[src/rtl/vec_banked_lsu_if.sv]
// Request/response bus for the banked vector load/store unit.
// The bench drives the master side; the LSU sits on the slave side.
interface vec_banked_lsu_if #(
  parameter int LANES  = 4,
  parameter int LANE_W = 4,
  parameter int ADDR_W = 4
);
  localparam int CYC_W = $clog2(LANES) + 1;

  logic                      req_valid;
  logic                      req_ready;
  logic                      req_we;
  logic [ADDR_W-1:0]         req_base;
  logic [ADDR_W-1:0]         req_stride;
  logic [LANES*LANE_W-1:0]   req_wdata;
  logic                      rsp_valid;
  logic                      rsp_ready;
  logic [LANES*LANE_W-1:0]   rsp_rdata;
  logic [CYC_W-1:0]          rsp_cycles;

  modport master (
    output req_valid, req_we, req_base, req_stride, req_wdata, rsp_ready,
    input  req_ready, rsp_valid, rsp_rdata, rsp_cycles
  );

  modport slave (
    input  req_valid, req_we, req_base, req_stride, req_wdata, rsp_ready,
    output req_ready, rsp_valid, rsp_rdata, rsp_cycles
  );
endinterface

[src/rtl/vec_banked_lsu.sv]
// Strided vector load/store over LANES-way banked storage (bank = addr mod LANES).
// Lanes hitting the same bank are serialised, lowest lane first, one access per bank per cycle.
//
// state  | meaning
// IDLE   | ready for a request; lane addresses and store data captured on accept
// ACCESS | per-bank grants of pending lanes until the pending mask empties
// RESP   | result held; rsp_valid rises one cycle after entry, exit on rsp_ready
module vec_banked_lsu #(
  parameter int LANES  = 4,
  parameter int LANE_W = 4,
  parameter int ADDR_W = 4
) (
  input  logic              clk,
  input  logic              rst,
  vec_banked_lsu_if.slave   bus
);
  localparam int DEPTH = 1 << ADDR_W;
  localparam int CYC_W = $clog2(LANES) + 1;
  localparam logic [ADDR_W-1:0] BANK_MASK = ADDR_W'(LANES - 1);

  typedef enum logic [1:0] {IDLE, ACCESS, RESP} state_t;

  state_t state_q, state_n;

  logic [LANE_W-1:0]              mem [DEPTH];
  logic [ADDR_W-1:0]              addr_q [LANES];
  logic [ADDR_W-1:0]              addr_n [LANES];
  logic [LANES-1:0][LANE_W-1:0]   wdata_q;
  logic [LANES-1:0][LANE_W-1:0]   gather_q;
  logic [LANES-1:0]               pend_q;
  logic [LANES-1:0]               grant;
  logic                           we_q;
  logic                           rsp_valid_q;
  logic [CYC_W-1:0]               cycles_q;

  always_comb begin
    for (int i = 0; i < LANES; i++) begin
      addr_n[i] = bus.req_base + ADDR_W'(i) * bus.req_stride;
    end
  end

  // A lane is granted unless a lower pending lane already claims its bank.
  always_comb begin
    grant = '0;
    for (int i = 0; i < LANES; i++) begin
      grant[i] = pend_q[i];
      for (int j = 0; j < i; j++) begin
        if (pend_q[j] && ((addr_q[j] & BANK_MASK) == (addr_q[i] & BANK_MASK))) begin
          grant[i] = 1'b0;
        end
      end
    end
  end

  always_ff @(posedge clk) begin
    if (rst) state_q <= IDLE;
    else     state_q <= state_n;
  end

  always_comb begin
    state_n = state_q;
    case (state_q)
      IDLE:    if (bus.req_valid) state_n = ACCESS;
      ACCESS:  if ((pend_q & ~grant) == '0) state_n = RESP;
      RESP:    if (rsp_valid_q && bus.rsp_ready) state_n = IDLE;
      default: state_n = IDLE;
    endcase
  end

  always_ff @(posedge clk) begin
    if (rst) begin
      pend_q      <= '0;
      gather_q    <= '0;
      wdata_q     <= '0;
      we_q        <= 1'b0;
      rsp_valid_q <= 1'b0;
      cycles_q    <= '0;
      for (int i = 0; i < LANES; i++) addr_q[i] <= '0;
      for (int a = 0; a < DEPTH; a++) mem[a] <= '0;
    end else begin
      case (state_q)
        IDLE: begin
          if (bus.req_valid) begin
            for (int i = 0; i < LANES; i++) addr_q[i] <= addr_n[i];
            we_q     <= bus.req_we;
            wdata_q  <= bus.req_wdata;
            pend_q   <= '1;
            gather_q <= '0;
            cycles_q <= '0;
          end
        end
        ACCESS: begin
          pend_q   <= pend_q & ~grant;
          cycles_q <= cycles_q + CYC_W'(1);
          // Same-address lanes share a bank, so lane order also fixes store order.
          for (int i = 0; i < LANES; i++) begin
            if (grant[i]) begin
              if (we_q) mem[addr_q[i]] <= wdata_q[i];
              else      gather_q[i]    <= mem[addr_q[i]];
            end
          end
        end
        RESP: rsp_valid_q <= !(rsp_valid_q && bus.rsp_ready);
        default: ;
      endcase
    end
  end

  assign bus.req_ready  = (state_q == IDLE);
  assign bus.rsp_valid  = rsp_valid_q;
  assign bus.rsp_rdata  = gather_q;
  assign bus.rsp_cycles = cycles_q;
endmodule

[src/flat_wrapper.sv]
// flat-port wrapper written by rule: the top's interface ports become plain ports
module vec_banked_lsu_flat 
#(
  parameter int LANES  = 4,
  parameter int LANE_W = 4,
  parameter int ADDR_W = 4
)
  (clk, rst, bus_req_valid, bus_req_we, bus_req_base, bus_req_stride, bus_req_wdata, bus_rsp_ready, bus_req_ready, bus_rsp_valid, bus_rsp_rdata, bus_rsp_cycles);
  vec_banked_lsu_if #(.LANES(LANES), .LANE_W(LANE_W), .ADDR_W(ADDR_W)) bus_i ();
  input  logic clk;
  input  logic rst;
  input wire logic [$bits(bus_i.req_valid)-1:0] bus_req_valid;
  input wire logic [$bits(bus_i.req_we)-1:0] bus_req_we;
  input wire logic [$bits(bus_i.req_base)-1:0] bus_req_base;
  input wire logic [$bits(bus_i.req_stride)-1:0] bus_req_stride;
  input wire logic [$bits(bus_i.req_wdata)-1:0] bus_req_wdata;
  input wire logic [$bits(bus_i.rsp_ready)-1:0] bus_rsp_ready;
  output wire logic [$bits(bus_i.req_ready)-1:0] bus_req_ready;
  output wire logic [$bits(bus_i.rsp_valid)-1:0] bus_rsp_valid;
  output wire logic [$bits(bus_i.rsp_rdata)-1:0] bus_rsp_rdata;
  output wire logic [$bits(bus_i.rsp_cycles)-1:0] bus_rsp_cycles;
  assign bus_i.req_valid = bus_req_valid;
  assign bus_i.req_we = bus_req_we;
  assign bus_i.req_base = bus_req_base;
  assign bus_i.req_stride = bus_req_stride;
  assign bus_i.req_wdata = bus_req_wdata;
  assign bus_i.rsp_ready = bus_rsp_ready;
  assign bus_req_ready = bus_i.req_ready;
  assign bus_rsp_valid = bus_i.rsp_valid;
  assign bus_rsp_rdata = bus_i.rsp_rdata;
  assign bus_rsp_cycles = bus_i.rsp_cycles;
  vec_banked_lsu #(.LANES(LANES), .LANE_W(LANE_W), .ADDR_W(ADDR_W)) u_core (.clk(clk), .rst(rst), .bus(bus_i));
endmodule
[config.mk]
export PLATFORM = sky130hd
export DESIGN_NAME = vec_banked_lsu_flat
export DESIGN_NICKNAME = d
export VERILOG_FILES = /design/src/rtl/vec_banked_lsu_if.sv /design/src/rtl/vec_banked_lsu.sv /design/src/flat_wrapper.sv
export SDC_FILE = /design/constraint.sdc
export NUM_CORES = 1
export LEC_CHECK = 0
export ABC_AREA = 1
export CELL_PAD_IN_SITES_DETAIL_PLACEMENT = 0
export CELL_PAD_IN_SITES_GLOBAL_PLACEMENT = 2
export CORE_MARGIN = 4
export CORE_UTILIZATION = 37
export DETAILED_ROUTE_END_ITERATION = 10
export PLACE_DENSITY = 0.95
export SLEW_MARGIN = 30
export SYNTH_ARGS = -nofsm -noshare
export SYNTH_HDL_FRONTEND = slang
export SYNTH_SLANG_ARGS = --single-unit
[constraint.sdc]
create_clock -name clk -period 5.89 [get_ports clk]
set_clock_uncertainty 0.1 [all_clocks]
set_input_delay 1.178 -clock clk [delete_from_list [all_inputs] [get_ports clk]]
set_output_delay 1.178 -clock clk [all_outputs]
set_load 0.02 [all_outputs]
* Word level (Yosys, flattened, before mapping) *
Memory sizes are Yosys's and may differ from the RTL's.
Cells that the tools add are included.

word-level totals
  bits in read-only memories = 0
  bits in latches = 0
  register bits after elaboration = 43
  bits in writable memories = 80
  input port bits = 29
  memories kept = 2

operators by class
  $lt $le $gt $ge = 0
  $mul = 1
  bitwise operators = 6
  div/mod/pow operators = 0
  add/subtract/negate cells = 4
  shift operators = 0
  eq/ne operators = 16
  mux-type cells = 63
  reductions and logical operators = 22

memory list
  memory         depth  width  rd ports  clocked after memory_dff  wr ports  line                  text
  u_core.mem     16     4      4         0                         16        vec_banked_lsu.sv:25  logic [LANE_W-1:0] mem [DEPTH];
  u_core.addr_q  4      4      4         0                         4         vec_banked_lsu.sv:26  logic [ADDR_W-1:0] addr_q [LANES];

operators with widths
  kind                                                                number
  4-bit two-way mux                                                   21
  1-bit two-way mux                                                   33
  16-bit one-hot mux with 2 select lines                              1
  16-bit two-way mux                                                  1
  4-bit AND reduction                                                 4
  4-bit OR reduction                                                  4
  4-bit adder                                                         3
  2-bit equality test                                                 6
  2-bit by 1-bit != test with 1-bit output (second input constant)    6
  4-bit one-hot mux with 2 select lines                               1
  1-bit logical AND                                                   7
  2-bit two-way mux                                                   3
  2-bit one-hot mux with 3 select lines                               1
  3-bit one-hot mux with 2 select lines                               1
  4-bit bitwise AND                                                   1
  4-bit zero test                                                     1
  2-bit by 4-bit multiplier with 4-bit output (first input constant)  1
  2-bit != test (second input constant)                               2
  4-bit inverter                                                      1
  1-bit OR                                                            4
  2-bit AND reduction                                                 2
  3-bit by 1-bit adder with 3-bit output (second input constant)      1
  3-bit two-way mux                                                   1
  3-bit AND reduction                                                 1
  other kinds (5)                                                     5

* Logic depth before layout (Yosys ltp) *
  depth after elaboration = 11
  gate-level depth with buffers = 14
  mapped depth without buffers = 12

* Worst setup path after synthesis *
OpenSTA, ideal clock, no wires.

  path type = input to register
  start = input port bus_req_stride[0]
  end = memory u_core.addr_q[3][3] (netlist: u_core.addr_q[0][15]), data pin
  required time = 5,643 ps
  slack = 2,700 ps
  arrival = 2,942 ps
  library setup time = 147 ps
  stages = 8
  path through = fa_1 -> ha_1 -> inv_1 -> fa_1 -> xnor2_1 -> xnor2_1 -> or2_2 -> a21oi_1

RTL lines
  item             line                  text
  start, declared  flat_wrapper.sv:15    input wire logic [$bits(bus_i.req_stride)-1:0] bus_req_stride;
  end, declared    vec_banked_lsu.sv:26

==> run metrics <==
Rows 57; initial antenna violation count 0; Starting Density 37.9%; root buffer cell clkbuf_16; Die ar. 27600 sq um; power after layout 3.08 mW; final setup violation count 0; Synth Flop Type edfxtp_1; CP Data Required Time 6070 ps; Area contributors post-synth edfxtp_1, nand2_1, nand3_1; quantity of gates resized following cts 0; setup TNS 0 ps; Synth area leader edfxtp_1; placed instance count about 1800; detailed-route DRC error count 0; pin count of the biggest net entering global routing 45; antenna viol nets, final 0; Tightest Pin Transition 1090 ps; FF+latch count, synth 121; final global-route overflow total 0; setup repair bufs after CTS 0; Worst-Skew Late Latency 430 ps; Routed WL roughly 43000 um; vias per inst 5.81; area of the core 24500 sq um; Max Cap Viol 0; Nets between 1000 and 1500; final instance area 10600 sq um; Critical Path End Type flop; Synth warnings 0; crit-path max FO 4; worst slack at placement 2070 ps; CTS clk-pin slew, worst paths 70 ps; top-count cell post-synth nand2_1; post-route clock period utilization 57.5%; share of layout cells above drive strength 1 under 10%; maximum clock rate roughly 300 MHz; Syn Area/Cell 6.43 sq um; Worst VDD drop 0.157 mV; RD Place Congestion 1.02; placed inst area 9990 sq um; Pre-antenna DRT Iters 8; GRT Util Overall between 20% and 30%; non-filler cells, final 1796; Worst Hold Class reg2reg; Seq/Total Area, Yosys between 30% and 40%; unrepaired setup endpoints after global routing no; total CTS buffers 17; Die Wd approximately 170 um; Top Ports 50; First DRT Iteration DRCs between 1000 and 1500; post-synth cell types 41; Final min period between 3000 and 4000 ps; synth-to-layout area growth 14.1%; crit path kind in2reg; Cell Area, Synth 9270 sq um; Worst slew margin 27.5%; Hold Slack 355 ps; leakage power 4.45 nW; Post-Syn Instances 1441; hpwl dp 31500 um; critical path launch point type input pin; status finished clean; Post-CTS Hold Fix Bufs 0; Final Worst Setup Slack 2500 ps; ys async rst share 0%; final hold violation count 0; Mapped Nets between 1000 and 1500; CTS max path bufs 2; Yosys top cell area share about a quarter; Worst EP arrival 3560 ps; H-tree Lvls 4; post-layout util 43.2%; Port Buf Inserts 49; Avg WL per Cell 23.7 um; die extent in y 166 um; n_diodes 0; CTS tree done; pwr dens 291 nW/um^2; vias in the first global route 9635; Slew Limit Fails 0; first-pass GRT wire length 61800 um; CTS Sinks 121; DR vias approximately 10000; EDFF count, synth 78; leading post-synthesis cells by instance count nand2_1, nand3_1, nor2_1, inv_1, o21ai_0
==> layout by cell type, fill, tap and decap left out, drive strengths merged, types with 4 or more instances in the layout <==
| master | synthesis | layout |
|---|---|---|
| a21oi | 56 | 56 |
| a22oi | 12 | 12 |
| buf | 23 | 17 |
| clkbuf | 43 | 17 |
| clkdlybuf4s50 | 0 | 48 |
| clkinv | 1 | 5 |
| dfxtp | 43 | 43 |
| edfxtp | 78 | 78 |
| fa | 5 | 5 |
| ha | 6 | 6 |
| inv | 140 | 148 |
| mux2i | 4 | 4 |
| nand2 | 426 | 426 |
| nand3 | 195 | 195 |
| nand4 | 52 | 52 |
| nor2 | 194 | 194 |
| nor3 | 16 | 16 |
| o211ai | 17 | 17 |
| o21ai | 90 | 90 |
| or2 | 25 | 25 |
==> flip-flops by register name (all words and copies together) (netlist names) <==
| signal | flops |
|---|---|
| u_core.bus.rsp_rdata | 16 |
| u_core.addr_q | 14 |
| u_core.mem | 64 |
| u_core.wdata_q | 16 |
| u_core.state_q | 2 |
| u_core.bus.rsp_valid | 1 |
| u_core.bus.rsp_cycles | 3 |
| u_core.we_q | 1 |
| u_core.pend_q | 4 |
==> worst max-delay path, cell delays in order <==
cell and delay [ps]:
clkdlybuf4s50_1 530, fa_1 560, ha_1 150, inv_1 50
fa_1 430, xnor2_1 150, xnor2_1 140, or2_2 270
a21oi_1 120
==> report_power, final <==
group	leakage [nW]	switching (mW)	internal, mW	total (mW)
Clock	0.281	0.452	0.597	1.05
Combinational	3.01	0.687	0.238	0.925
Sequential	1.16	0.138	0.972	1.11
Total	4.45	1.28	1.81	3.08
==> kinds of logic after synthesis <==
family / synth area share (%)
AOI/OAI and AO/OA: 10.7
xor gates and xnor gates: 0.567
adders and majority gates: 1.89
buffers and inverters: 8.87
DFF: 34.6
muxes: 0.432
and+or+nand+nor: 43.0
==> area by class of cell <==
type | instances | area (sq um)
multi-input combinational | 1113 | 5250
tap | 324 | 405
sequential | 121 | 3200
clock buffer | 17 | 425
inverter | 141 | 532
fill | 2616 | 13900
clock inverter | 15 | 154
timing repair buffer | 65 | 608
==> layer usage <==
layer | GRT usage [%] | vias up | wire (um)
li1 | - | 4808 | -
met1 | 39.8 | 4860 | 17500
met2 | 45.4 | 621 | 18500
met3 | 5.90 | 141 | 4230
met4 | 15.4 | 0 | 2310
met5 | 0 | - | 0
==> path summary, 6_finish.rpt <==
kind / start / endpoint / slack [ps] / cells after the start
worst min register to register: u_core.bus.rsp_cycles[2]$_SDFFE_PP0P_ / u_core.bus.rsp_cycles[2]$_SDFFE_PP0P_ / 360 / 1
worst max-delay path: bus_req_stride[1] / u_core.addr_q[0][15]$_SDFFCE_PN0P_ / 2500 / 9
worst max register to register: u_core.addr_q[0][13]$_SDFFCE_PN0P_ / u_core.mem[6][2]$_DFFE_PP_ / 2550 / 10
worst min-delay path: u_core.bus.rsp_cycles[2]$_SDFFE_PP0P_ / u_core.bus.rsp_cycles[2]$_SDFFE_PP0P_ / 360 / 1
(Power assumes the default switching activity.)
